--- src/rtl/instr_fetch_unit_pkg.sv ---
// Shared types and constants for the instruction fetch front end.
package instr_fetch_unit_pkg;

    localparam logic [31:0] NOP_INSTR = 32'h0000_0013;

    typedef struct packed {
        logic [31:0] pc;
        logic [31:0] instr;
    } fetch_entry_t;

    typedef enum logic {
        IF_IDLE,
        IF_RUN
    } if_state_t;

endpackage

--- src/rtl/instr_fetch_unit_if.sv ---
// Fetch unit bus bundle: imem request/response, redirect from execute, decode handoff.
interface instr_fetch_unit_if;

    logic        imem_req_valid;
    logic        imem_req_ready;
    logic [31:0] imem_req_addr;
    logic        imem_rsp_valid;
    logic [31:0] imem_rsp_data;
    logic        redirect_valid;
    logic [31:0] redirect_pc;
    logic        if_valid;
    logic        if_ready;
    logic [31:0] instr;
    logic [31:0] pc;
    logic        misaligned;

    modport master (
        output imem_req_valid, imem_req_addr, if_valid, instr, pc, misaligned,
        input  imem_req_ready, imem_rsp_valid, imem_rsp_data, redirect_valid, redirect_pc, if_ready
    );

    modport slave (
        input  imem_req_valid, imem_req_addr, if_valid, instr, pc, misaligned,
        output imem_req_ready, imem_rsp_valid, imem_rsp_data, redirect_valid, redirect_pc, if_ready
    );

endinterface

--- src/rtl/instr_fetch_unit_fifo.sv ---
// Synchronous FIFO of {pc, instr} entries with flush; DEPTH must be a power of two.
module instr_fetch_unit_fifo
    import instr_fetch_unit_pkg::*;
#(
    parameter int DEPTH = 2
) (
    input  logic                       i_clk,
    input  logic                       i_reset,
    input  logic                       i_push,
    input  logic                       i_pop,
    input  logic                       i_flush,
    input  fetch_entry_t               i_data,
    output fetch_entry_t               o_head,
    output logic [$clog2(DEPTH+1)-1:0] o_count,
    output logic                       o_full,
    output logic                       o_empty
);

    localparam int PTR_W = (DEPTH > 1) ? $clog2(DEPTH) : 1;
    localparam int CNT_W = $clog2(DEPTH + 1);

    fetch_entry_t     r_mem [DEPTH];
    logic [PTR_W-1:0] r_wr_ptr;
    logic [PTR_W-1:0] r_rd_ptr;
    logic [CNT_W-1:0] r_count;
    logic             w_wr;
    logic             w_rd;

    assign o_full  = (r_count == CNT_W'(DEPTH));
    assign o_empty = (r_count == '0);
    assign o_count = r_count;
    assign o_head  = r_mem[r_rd_ptr];
    assign w_wr    = i_push && !o_full;
    assign w_rd    = i_pop && !o_empty;

    always_ff @(posedge i_clk) begin
        if (i_reset && !i_flush && w_wr) begin
            r_mem[r_wr_ptr] <= i_data;
        end
    end

    always_ff @(posedge i_clk) begin
        if (!i_reset || i_flush) begin
            r_wr_ptr <= '0;
            r_rd_ptr <= '0;
            r_count  <= '0;
        end else begin
            if (w_wr) r_wr_ptr <= r_wr_ptr + PTR_W'(1);
            if (w_rd) r_rd_ptr <= r_rd_ptr + PTR_W'(1);
            unique case ({w_wr, w_rd})
                2'b10:   r_count <= r_count + CNT_W'(1);
                2'b01:   r_count <= r_count - CNT_W'(1);
                default: ;
            endcase
        end
    end

endmodule

--- src/rtl/instr_fetch_unit.sv ---
// Instruction fetch front end: credit-limited imem requests, in-order response buffering,
// redirect flush with discard of wrong-path responses.
//   state   | meaning
//   IF_IDLE | first cycle after reset release, no request issued
//   IF_RUN  | issuing requests as credit allows, accepting responses
module instr_fetch_unit
    import instr_fetch_unit_pkg::*;
#(
    parameter logic [31:0] RESET_PC        = 32'h0000_0000,
    parameter int          FIFO_DEPTH      = 2,
    parameter int          MAX_OUTSTANDING = 2
) (
    input logic                i_clk,
    input logic                i_reset,
    instr_fetch_unit_if.master io_bus
);

    localparam int OUT_W = $clog2(MAX_OUTSTANDING + 1);
    localparam int CNT_W = $clog2(FIFO_DEPTH + 1);

    if_state_t        r_state;
    if_state_t        w_state_next;
    logic [31:0]      r_fetch_pc;
    logic [31:0]      r_rsp_pc;
    logic [31:0]      r_pc_last;
    logic [31:0]      w_redir_pc;
    logic [31:0]      w_pc_out;
    logic [OUT_W-1:0] r_outstanding;
    logic [OUT_W-1:0] r_discard;
    logic [OUT_W-1:0] w_kept;
    logic [OUT_W-1:0] w_out_next;
    logic [CNT_W-1:0] w_count;
    logic             r_misaligned;
    logic             w_credit;
    logic             w_req_valid;
    logic             w_fire;
    logic             w_rsp;
    logic             w_push;
    logic             w_pop;
    logic             w_flush;
    logic             w_empty;
    logic             w_full;
    fetch_entry_t     w_head;
    fetch_entry_t     w_push_entry;

    // Credit covers every accepted request that will land in the buffer.
    assign w_kept     = r_outstanding - r_discard;
    assign w_credit   = (r_outstanding < OUT_W'(MAX_OUTSTANDING)) &&
                        ((32'(w_count) + 32'(w_kept)) < 32'(FIFO_DEPTH));
    assign w_fire     = w_req_valid && io_bus.imem_req_ready;
    assign w_rsp      = io_bus.imem_rsp_valid;
    assign w_flush    = io_bus.redirect_valid;
    assign w_redir_pc = {io_bus.redirect_pc[31:2], 2'b00};
    assign w_out_next = r_outstanding + OUT_W'(w_fire) - OUT_W'(w_rsp);
    assign w_push     = w_rsp && (r_discard == '0) && !w_flush;
    assign w_pop      = !w_empty && io_bus.if_ready;
    assign w_push_entry = '{pc: r_rsp_pc, instr: io_bus.imem_rsp_data};
    assign w_pc_out   = w_empty ? r_pc_last : w_head.pc;

    assign io_bus.imem_req_valid = w_req_valid;
    assign io_bus.imem_req_addr  = r_fetch_pc;
    assign io_bus.if_valid       = !w_empty;
    assign io_bus.instr          = w_empty ? NOP_INSTR : w_head.instr;
    assign io_bus.pc             = w_pc_out;
    assign io_bus.misaligned     = r_misaligned;

    instr_fetch_unit_fifo #(.DEPTH(FIFO_DEPTH)) u_fifo (
        .i_clk   (i_clk),
        .i_reset (i_reset),
        .i_push  (w_push),
        .i_pop   (w_pop),
        .i_flush (w_flush),
        .i_data  (w_push_entry),
        .o_head  (w_head),
        .o_count (w_count),
        .o_full  (w_full),
        .o_empty (w_empty)
    );

    always_comb begin
        w_state_next = r_state;
        w_req_valid  = 1'b0;
        case (r_state)
            IF_IDLE: w_state_next = IF_RUN;
            IF_RUN:  w_req_valid  = w_credit;
            default: w_state_next = IF_IDLE;
        endcase
    end

    always_ff @(posedge i_clk) begin
        if (!i_reset) begin
            r_state       <= IF_IDLE;
            // rsp_pc follows fetch_pc so the first response is tagged with its own address.
            r_fetch_pc    <= io_bus.redirect_valid ? w_redir_pc : RESET_PC;
            r_rsp_pc      <= io_bus.redirect_valid ? w_redir_pc : RESET_PC;
            r_pc_last     <= RESET_PC;
            r_outstanding <= '0;
            r_discard     <= '0;
            r_misaligned  <= 1'b0;
        end else begin
            r_state       <= w_state_next;
            r_outstanding <= w_out_next;
            r_pc_last     <= w_pc_out;
            if (io_bus.redirect_valid) begin
                r_fetch_pc <= w_redir_pc;
                r_rsp_pc   <= w_redir_pc;
                if (r_state == IF_RUN) begin
                    r_discard <= w_out_next;
                    if (io_bus.redirect_pc[1:0] != 2'b00) r_misaligned <= 1'b1;
                end
            end else begin
                if (w_fire) r_fetch_pc <= r_fetch_pc + 32'd4;
                if (w_rsp) begin
                    if (r_discard != '0) r_discard <= r_discard - OUT_W'(1);
                    else                 r_rsp_pc  <= r_rsp_pc + 32'd4;
                end
            end
        end
    end

    a_no_overflow: assert property (@(posedge i_clk) disable iff (!i_reset) !(w_push && w_full));

endmodule

--- src/flat_wrapper.sv ---
// flat-port wrapper written by rule: the top's interface ports become plain ports
module instr_fetch_unit_flat import instr_fetch_unit_pkg::*;
#(
    parameter logic [31:0] RESET_PC        = 32'h0000_0000,
    parameter int          FIFO_DEPTH      = 2,
    parameter int          MAX_OUTSTANDING = 2
)
  (i_clk, i_reset, io_bus_imem_req_valid, io_bus_imem_req_addr, io_bus_if_valid, io_bus_instr, io_bus_pc, io_bus_misaligned, io_bus_imem_req_ready, io_bus_imem_rsp_valid, io_bus_imem_rsp_data, io_bus_redirect_valid, io_bus_redirect_pc, io_bus_if_ready);
  instr_fetch_unit_if io_bus_i ();
  input logic i_clk;
  input logic i_reset;
  output wire logic [$bits(io_bus_i.imem_req_valid)-1:0] io_bus_imem_req_valid;
  output wire logic [$bits(io_bus_i.imem_req_addr)-1:0] io_bus_imem_req_addr;
  output wire logic [$bits(io_bus_i.if_valid)-1:0] io_bus_if_valid;
  output wire logic [$bits(io_bus_i.instr)-1:0] io_bus_instr;
  output wire logic [$bits(io_bus_i.pc)-1:0] io_bus_pc;
  output wire logic [$bits(io_bus_i.misaligned)-1:0] io_bus_misaligned;
  input wire logic [$bits(io_bus_i.imem_req_ready)-1:0] io_bus_imem_req_ready;
  input wire logic [$bits(io_bus_i.imem_rsp_valid)-1:0] io_bus_imem_rsp_valid;
  input wire logic [$bits(io_bus_i.imem_rsp_data)-1:0] io_bus_imem_rsp_data;
  input wire logic [$bits(io_bus_i.redirect_valid)-1:0] io_bus_redirect_valid;
  input wire logic [$bits(io_bus_i.redirect_pc)-1:0] io_bus_redirect_pc;
  input wire logic [$bits(io_bus_i.if_ready)-1:0] io_bus_if_ready;
  assign io_bus_imem_req_valid = io_bus_i.imem_req_valid;
  assign io_bus_imem_req_addr = io_bus_i.imem_req_addr;
  assign io_bus_if_valid = io_bus_i.if_valid;
  assign io_bus_instr = io_bus_i.instr;
  assign io_bus_pc = io_bus_i.pc;
  assign io_bus_misaligned = io_bus_i.misaligned;
  assign io_bus_i.imem_req_ready = io_bus_imem_req_ready;
  assign io_bus_i.imem_rsp_valid = io_bus_imem_rsp_valid;
  assign io_bus_i.imem_rsp_data = io_bus_imem_rsp_data;
  assign io_bus_i.redirect_valid = io_bus_redirect_valid;
  assign io_bus_i.redirect_pc = io_bus_redirect_pc;
  assign io_bus_i.if_ready = io_bus_if_ready;
  instr_fetch_unit #(.RESET_PC(RESET_PC), .FIFO_DEPTH(FIFO_DEPTH), .MAX_OUTSTANDING(MAX_OUTSTANDING)) u_core (.i_clk(i_clk), .i_reset(i_reset), .io_bus(io_bus_i));
endmodule
--- config.mk ---
export PLATFORM = sky130hd
export DESIGN_NAME = instr_fetch_unit_flat
export DESIGN_NICKNAME = d
export VERILOG_FILES = /design/src/rtl/instr_fetch_unit_pkg.sv /design/src/rtl/instr_fetch_unit_if.sv /design/src/rtl/instr_fetch_unit_fifo.sv /design/src/rtl/instr_fetch_unit.sv /design/src/flat_wrapper.sv
export SDC_FILE = /design/constraint.sdc
export NUM_CORES = 1
export LEC_CHECK = 0
export ABC_AREA = 1
export CAP_MARGIN = 10
export CORE_ASPECT_RATIO = 1.2
export CORE_MARGIN = 2
export CORE_UTILIZATION = 25
export CTS_BUF_LIST = sky130_fd_sc_hd__clkbuf_8
export CTS_CLUSTER_DIAMETER = 150
export CTS_CLUSTER_SIZE = 12
export DETAILED_ROUTE_END_ITERATION = 10
export PLACE_DENSITY = 0.41
export SLEW_MARGIN = 20
export SYNTH_ARGS = -nofsm -noshare
export SYNTH_HDL_FRONTEND = slang
export SYNTH_SLANG_ARGS = --single-unit
--- constraint.sdc ---
create_clock -name i_clk -period 16.3 [get_ports i_clk]
set_input_delay 3.26 -clock i_clk [delete_from_list [all_inputs] [get_ports i_clk]]
set_output_delay 3.26 -clock i_clk [all_outputs]
set_load 0.01 [all_outputs]
After elaboration in Yosys (flattened, before gate mapping):

Memory sizes are Yosys's and may differ from the RTL's. A register that Yosys moved wholly into a read port is not among the register bits.
Cells that the tools add are included.

* bits in registers: 106
* RAM bits: 128
* bits of input ports: 70
* output and inout port bits: 99
* word-level logic and storage cells: 76
* memories kept: 1

* add/sub/neg operators: 11
* $lt $le $gt $ge: 2
* equality and inequality tests: 7
* muxes and demuxes: 21
* reduce and logical (&&, ||, !) cells: 24

Memory list
* u_core.u_fifo.r_mem: words 2, width 64, read ports 1, clocked after Yosys merged registers in 1, wr ports 1, RTL line instr_fetch_unit_fifo.sv:22 `fetch_entry_t r_mem [DEPTH];`

Operators with widths (number)
* 32-bit two-way mux: 10
* 32-bit by 3-bit adder with 32-bit output, second input constant: 2
* 32-bit by 2-bit < comparator with 1-bit output, second input constant: 1
* 2-bit nonzero test: 5
* 1-bit logical AND: 9
* 2-bit two-way mux: 4
* 1-bit two-way mux: 6
* 3-bit by 1-bit inequality test with 1-bit output, second input constant: 2
* 3-bit AND reduction: 2
* 2-bit equality test, second input constant: 2
* 1-bit logical NOT: 4
* 2-bit logical NOT: 2
* 2-bit one-hot mux with 2 select lines: 1
* 2-bit by 1-bit subtractor with 2-bit output, second input constant: 2
* 2-bit by 2-bit adder with 3-bit output: 1
* 3-bit inequality test, second input constant: 1
* 1-bit adder, second input constant: 2
* 2-bit by 1-bit adder with 2-bit output: 1
* 2-bit by 1-bit adder with 2-bit output, second input constant: 1
* 2-bit by 1-bit equality test with 1-bit output, second input constant: 1
* 2-bit < comparator, second input constant: 1
* 2-bit by 1-bit inequality test with 1-bit output, second input constant: 1
* 2-bit AND reduction: 1
* 2-bit by 1-bit subtractor with 2-bit output: 1
* 2 further kinds: 2

Longest topological paths before layout:

Gate-level depths: netlist (run 1).

* word-level depth: 10
* depth in mapped cells: 13
* depth with buffers taken out: 13

Cells and area by module:

From an unflattened synthesis (run 1), not the netlist that was laid out.

* cell total of the unflattened synthesis: 1072
* area, all modules: 11034.3 um2

By module, submodules not included
* instr_fetch_unit: times used 1, cells each 834, area each 5868.1 um2, seq. area each 2562.5 um2
* instr_fetch_unit_fifo: times used 1, cells each 238, area each 5166.2 um2, seq. area each 3943.8 um2

Worst setup path before layout (run 1):

OpenSTA, ideal clock, no wires.

* kind: input to register
* start: input io_bus_redirect_valid
* end: memory u_core.u_fifo.r_mem[0][0] (netlist name), enable pin
* setup time: 0.559 ns
* data arrival time: 7.828 ns
* required time: 15.741 ns
* slack: 7.914 ns
* stages: 4
* buffers on the path: 1
* cell sequence: buf_2 > inv_1 > nand2_1 > nor3_1

* word-level cells in the longest chain between the ends: 6
* elaborated cells on any way between the ends: 7
* classes of those cells: 2 x mux; 5 x reduce/logical

Ends and longest elaborated chain
* start, declared: RTL line flat_wrapper.sv:21 `input wire logic [$bits(io_bus_i.redirect_valid)-1:0] io_bus_redirect_valid;`
* 1-bit logical NOT (*): RTL line instr_fetch_unit_fifo.sv:37, instr_fetch_unit.sv:55
* 1-bit logical AND: RTL line instr_fetch_unit.sv:55 `assign w_push = w_rsp && (r_discard == '0) && !w_flush;`
* 1-bit logical AND: RTL line instr_fetch_unit_fifo.sv:33 `assign w_wr = i_push && !o_full;`
* 1-bit logical AND (*): RTL line instr_fetch_unit_fifo.sv:37 `if (i_reset && !i_flush && w_wr) begin`
* 1-bit two-way mux (*): RTL line instr_fetch_unit_fifo.sv:37
* 1-bit two-way mux (not written as such) (*): RTL line instr_fetch_unit_fifo.sv:38 `r_mem[r_wr_ptr] <= i_data;`
* end, declared: RTL line instr_fetch_unit_fifo.sv:22

Every way passes the cells marked *; elsewhere a longest branch is shown, timed or not.

==> run metrics, run 1 <==
outcome finished, final reports clean; Final Setup Violations 0; worst slew pin tran roughly 950 ps; synth unique cells 33; Leak a little under 0.005 uW; minimum clock period 6240 ps; maxcap violations 0; Clock transition at path regs 90 ps; crit path kind flop to output pin; post-synth top area share 0.541; Final Hold Vio Count 0; CP max stage delay between 600 and 700 ps; Worst Clk Skew ~35 ps; CTS tree yes; Initial Utilization 0.252; CP Launch Type flop; CP required 13040 ps; Final HPWL DP approximately 19 mm; Clk pwr share 0.272; hold buffer count at cts 0; area growth from synthesis to layout 25.4%; fmax about 160 MHz; DRC Markers 0; slew margin rel. 0.369; Area contributors post-synth edfxtp_1 (54%), nand2_1 (11%), dfxtp_1 (8.4%), a21oi_1 (5.1%), nor2_1 (3.5%); row count slightly above 80; DR WL/cell between 15 and 20 um; port buffer count roughly 170; Final ANT Viol Nets 0; Sw Ratio 0.277; first-pass GRT wire length roughly 44 mm; arrival time worst endpoint just under 3000 ps; worst-skew pair later-pin latency 570 ps; Vias per Instance roughly 4.4; CTS root buffer clkbuf_8; synthesized instance count around 1.1k; DR pass1 iterations 5; post-synth top area cell edfxtp_1; vias in the first global route just under 8k; Die ar. about 42000 um^2; CORE AREA slightly above 40000 um^2; syn_area_per_cell roughly 9.6 um^2; Max Slew Vio Count 0; maximum fanout along the worst path 57; synthesis-stage register bit count ~230; io pins around 170; register area share after synthesis 0.625; Clock Path Buffers 3; Logic pwr share 0.150; DR vias about 8k; Sequential Power Share 0.577; final wirelength around 30 mm; GRT Resource Usage Total 0.135; post-CTS sizing 0; largest net degree at the start of global routing 63; internal power 884 uW; NetSw between 300 and 400 uW; Buf/Inv on CP 3; layout cells sized above 1 0.0515; Crit path max-delay family buffers and inverters; critical path cell sequence inv_2, buf_4, nand2_1, a21oi_1, clkdlybuf4s50_1; most common cell after layout, fill and taps aside nand2_1; Placer Congestion about 0.78; Peak VDD IR just under 50 uV; PD cells 95.4 nW/um^2; Slowest cell on crit path buf_4; Yosys Warn Count 0; initial antenna violation count 0; worst hold-check path type flop to flop; fin crit share 0.383; CTS sink count between 200 and 250; fin nets ~1.3k; Setup TNS Final 0 ps; GRT overflow 0; most frequent cells in the layout nand2_1 (303), edfxtp_1 (184), clkdlybuf4s50_1 (166); total CTS buffers 22; Cell Area, Synth ~10000 um^2; post-CTS setup buffers 0; die width ~190 um; kind of end point of the critical path output pin; CTS H-Tree Depth 1; overall power approximately 1200 uW; RSZ-0062 raised after global routing false; Chip Height about 230 um; n_diodes 0; DR iter-0 viols ~370
==> kinds of logic after synthesis <==
family	count (synthesis)	synth area share
buf+inv	125	0.0521
fa+ha+maj	8	0.0105
flops	227	0.625
simple gates	540	0.225
compound gates	158	0.0795
xor+xnor	8	0.00686
other cells	1	0.000367
==> registers in the layout, indices dropped and copies added, names as in the netlist, named ones only <==
name / cells
u_core.u_fifo.r_mem: 124
u_core.r_pc_last: 32
u_core.io_bus.imem_req_addr: 30
u_core.r_rsp_pc: 30
u_core.r_discard: 2
u_core.r_outstanding: 2
u_core.u_fifo.o_count: 2
u_core.io_bus.misaligned: 1
u_core.r_state: 1
u_core.u_fifo.r_rd_ptr: 1
u_core.u_fifo.r_wr_ptr: 1
==> power groups by stage <==
stage                     Combinational, uW  Clock (uW)  Sequential (uW)
after floorplan                        89.6           0              709
after global placement                  186           0              719
after detailed placement                187           0              718
after CTS                               188         350              706
after global routing                    205         370              711
final                                   184         333              705
==> per-layer routing <==
metal | GRT usage | up-vias | wire length, um
li1 | - | 3881 | -
met1 | 0.176 | 3669 | 13500
met2 | 0.234 | 190 | 13800
met3 | 0.0210 | 34 | 1490
met4 | 0.0323 | 0 | 523
met5 | 0 | - | 0
==> Yosys cell counts (all sizes together) <==
master and count:
a21oi 108, a31oi 1, and2 31, buf 29
clkbuf 11, clkinv 1, conb 1, dfxtp 43
edfxtp 184, fa 1, ha 7, inv 84
nand2 303, nand3 62, nand3b 1, nand4 14
nor2 111, nor3 11, nor3b 2, o21ai 47
o21bai 2, or2 5, xnor2 4, xor2 4
==> layout make-up <==
type	instances	area [um^2]
multi-input combinational	716	3320
clock buffer	23	317
clock inverter	17	63.8
timing repair buffer	175	1730
fill	4295	27700
sequential	227	6390
inverter	85	319
tap	539	674
==> final timing paths <==
path | from | end | slack (ps) | depth (start not counted)
setup / recovery | flop | io_bus_pc[12] | 10060 | 5
setup reg to reg | u_core.r_outstanding[0] | u_core.io_bus.imem_req_addr[31] | 13310 | 8
hold reg to reg | u_core.r_pc_last[0] | u_core.r_pc_last[0] | 460 | 2
hold / removal | u_core.r_pc_last[0] | u_core.r_pc_last[0] | 460 | 2
==> stage by stage <==
stage                util  std cells  hold slack, ps  worst slack [ps]  instance area [um^2]
finish              0.316       1782             465             10060                 12800
global route        0.316       1782             477              9910                 12800
CTS                 0.316       1782             460              9940                 12800
detailed placement  0.307       1742             445              9790                 12400
global placement    0.307       1742             443              9790                 12400
floorplan               -       1068             425              7910                 10200
==> worst reg2reg max path: stages, from the launching register on <==
cell and delay, ps:
dfxtp_1 330, inv_1 60, ha_1 260, or2_2 300
fa_1 490, nand2_1 60, nor3_1 210, and2_1 240
or2_2 660
No activity file was read; power rests on OpenSTA's default activity.
==> run 2, diff against run 1 <==
Clock period 16.3 ns to 6.2 ns, I/O delays scaled along.
==> run 2 against run 1 <==
  * Core utilization is essentially flat
  * Die area unchanged
  * Flip-flop and latch count unchanged
  * Sequential share of layout area down 0.073 points
  * Routed wire length shrank 0.20%
  * Cell count is essentially flat
  * Register-to-register slack got worse by 10000 ps
  * Global-route usage up 0.19 points
  * Critical path depth unchanged
==> run metrics, run 2 (synthesized netlist as in run 1, its figures left out) <==
outcome finished, final reports clean; CORE AREA 40500 um^2; port buffer count between 150 and 200; r2r endpoint u_core.io_bus.imem_req_addr[11]; CP max stage delay ~700 ps; Worst Clk Skew about 28 ps; Worst setup endpoint io_bus_pc[14]; worst r2r src u_core.r_outstanding[0]; fin cells about 1.8k; DR WL/cell around 16 um; CP most frequent cell a21oi_1; kind of end point of the critical path output pin; Setup TNS Final 0 ps; vias in the first global route 7763; worst-skew pair later-pin latency around 560 ps; Max Slew Vio Count 0; GRT Resource Usage Total 0.137; minimum clock period approximately 4300 ps; DR vias between 7k and 8k; Vias per Instance between 4 and 5; first-pass GRT wire length ~45 mm; io pins 169; GRT overflow 0; PD cells roughly 250 nW/um^2; layout cells sized above 1 0.0523; die width approximately 190 um; Peak VDD IR 106 uV; arrival time worst endpoint about 3100 ps; worst hold-check path type flop to flop; most common cell after layout, fill and taps aside nand2_1; Clock Path Buffers 3; CTS H-Tree Depth 1; crit path kind flop to output pin; Final Setup Violations 0; Placed Cells roughly 1.7k; CTS sink count 227; Top Registers u_core.u_fifo.r_mem x124, u_core.r_pc_last x32; CTS tree yes; area growth from synthesis to layout 25.6%; Final ANT Viol Nets 0; Leak slightly below 0.005 uW; most frequent cells in the layout nand2_1 (303), edfxtp_1 (184), clkdlybuf4s50_1 (166); n_diodes 0; slew margin rel. 0.311; post-CTS sizing 0; final wirelength 29.2 mm; Crit. Startpoint u_core.u_fifo.o_count[0]; Final HPWL DP 19.6 mm; Chip Height 225 um; Placer Congestion between 0.7 and 0.8; fin nets roughly 1.3k; worst slew pin tran 1030 ps; fmax approximately 230 MHz; critical path cell sequence nor2_4, buf_4, a21oi_1, a21oi_1, clkdlybuf4s50_1; post-CTS setup buffers 0; Die ar. 42500 um^2; Worst Reg-to-Reg Cells 8; row count 81; CTS root buffer clkbuf_8; flop2flop setup slack around 3200 ps; largest net degree at the start of global routing 63; DR iter-0 viols between 300 and 400; initial antenna violation count 0; Initial Utilization 0.252; RSZ-0062 raised after global routing false; fin crit share 0.700; Slowest cell on crit path nor2_4; maxcap violations 0; Clock transition at path regs about 100 ps; Final Hold Vio Count 0; fillers ~4.2k; CP Launch Type flop; total CTS buffers 22; DRC Markers 0; max reg flops 124; hold buffer count at cts 0; maximum fanout along the worst path 31; CP required ~5000 ps; Top reg by flops u_core.u_fifo.r_mem; DR pass1 iterations 5
-- run 2: changes by cell type in the layout (fill, tap and decap cells not counted) --
cell    change
nor3_4      +1
nor2_4      +1
nor3_2      -1
buf_4       +1
nor2_2      -1
-- run 2: power breakdown --
part	switching (uW)	internal (uW)	total, uW
Clock	521	345	866
Sequential	98.5	1760	1850
Combinational	256	223	479
-- run 2: metrics by stage --
step / power [uW] / instance area, um^2 / setup WS, ps / hold WS, ps / utilization
floorplan: 2100 / 10200 / 1310 / 425 / -
global placement: 2380 / 12400 / 1940 / 443 / 0.307
detailed placement: 2380 / 12400 / 1930 / 437 / 0.307
CTS: 3270 / 12800 / 1720 / 454 / 0.316
global route: 3390 / 12800 / 1610 / 478 / 0.316
finish: 3200 / 12800 / 1860 / 458 / 0.316
-- run 2: how the worst min path moves through the flow --
stage / startpoint / to / slack [ps] / cells after the start
5_1_grt: u_core.u_fifo.r_rd_ptr / flop / 480 / 1
6_report: u_core.u_fifo.r_rd_ptr / flop / 460 / 1
3_5_place_dp: u_core.u_fifo.r_rd_ptr / flop / 440 / 1
4_1_cts: u_core.u_fifo.r_rd_ptr / flop / 450 / 1
2_1_floorplan: u_core.r_pc_last[0] / u_core.r_pc_last[0] / 420 / 2
3_3_place_gp: u_core.u_fifo.r_rd_ptr / flop / 440 / 1
-- run 2: metal layers --
layer,GRT usage,share of wire,vias up
met5,0,0,-
met4,0.0262,0.012,0
met3,0.0202,0.043,26
met2,0.231,0.47,196
met1,0.186,0.48,3581
li1,-,-,3878
-- run 2: cell type report --
cell class,instances,area [um^2],area share
clock buffers,23,317,0.0247
clock inverters,17,63.8,0.00498
well taps,539,674,0.0526
repair buffers,176,1740,0.135
multi-input cells,716,3330,0.259
inverters,85,319,0.0249
flip-flops and latches,227,6390,0.498
-- run 2: critical path, delay by kind of cell, from the launching register on --
family,cells,cell delay [ps]
buffers and inverters,2,1130
AO/OA/AOI/OAI,2,340
flip-flops,1,380
AND/OR/NAND/NOR,1,700
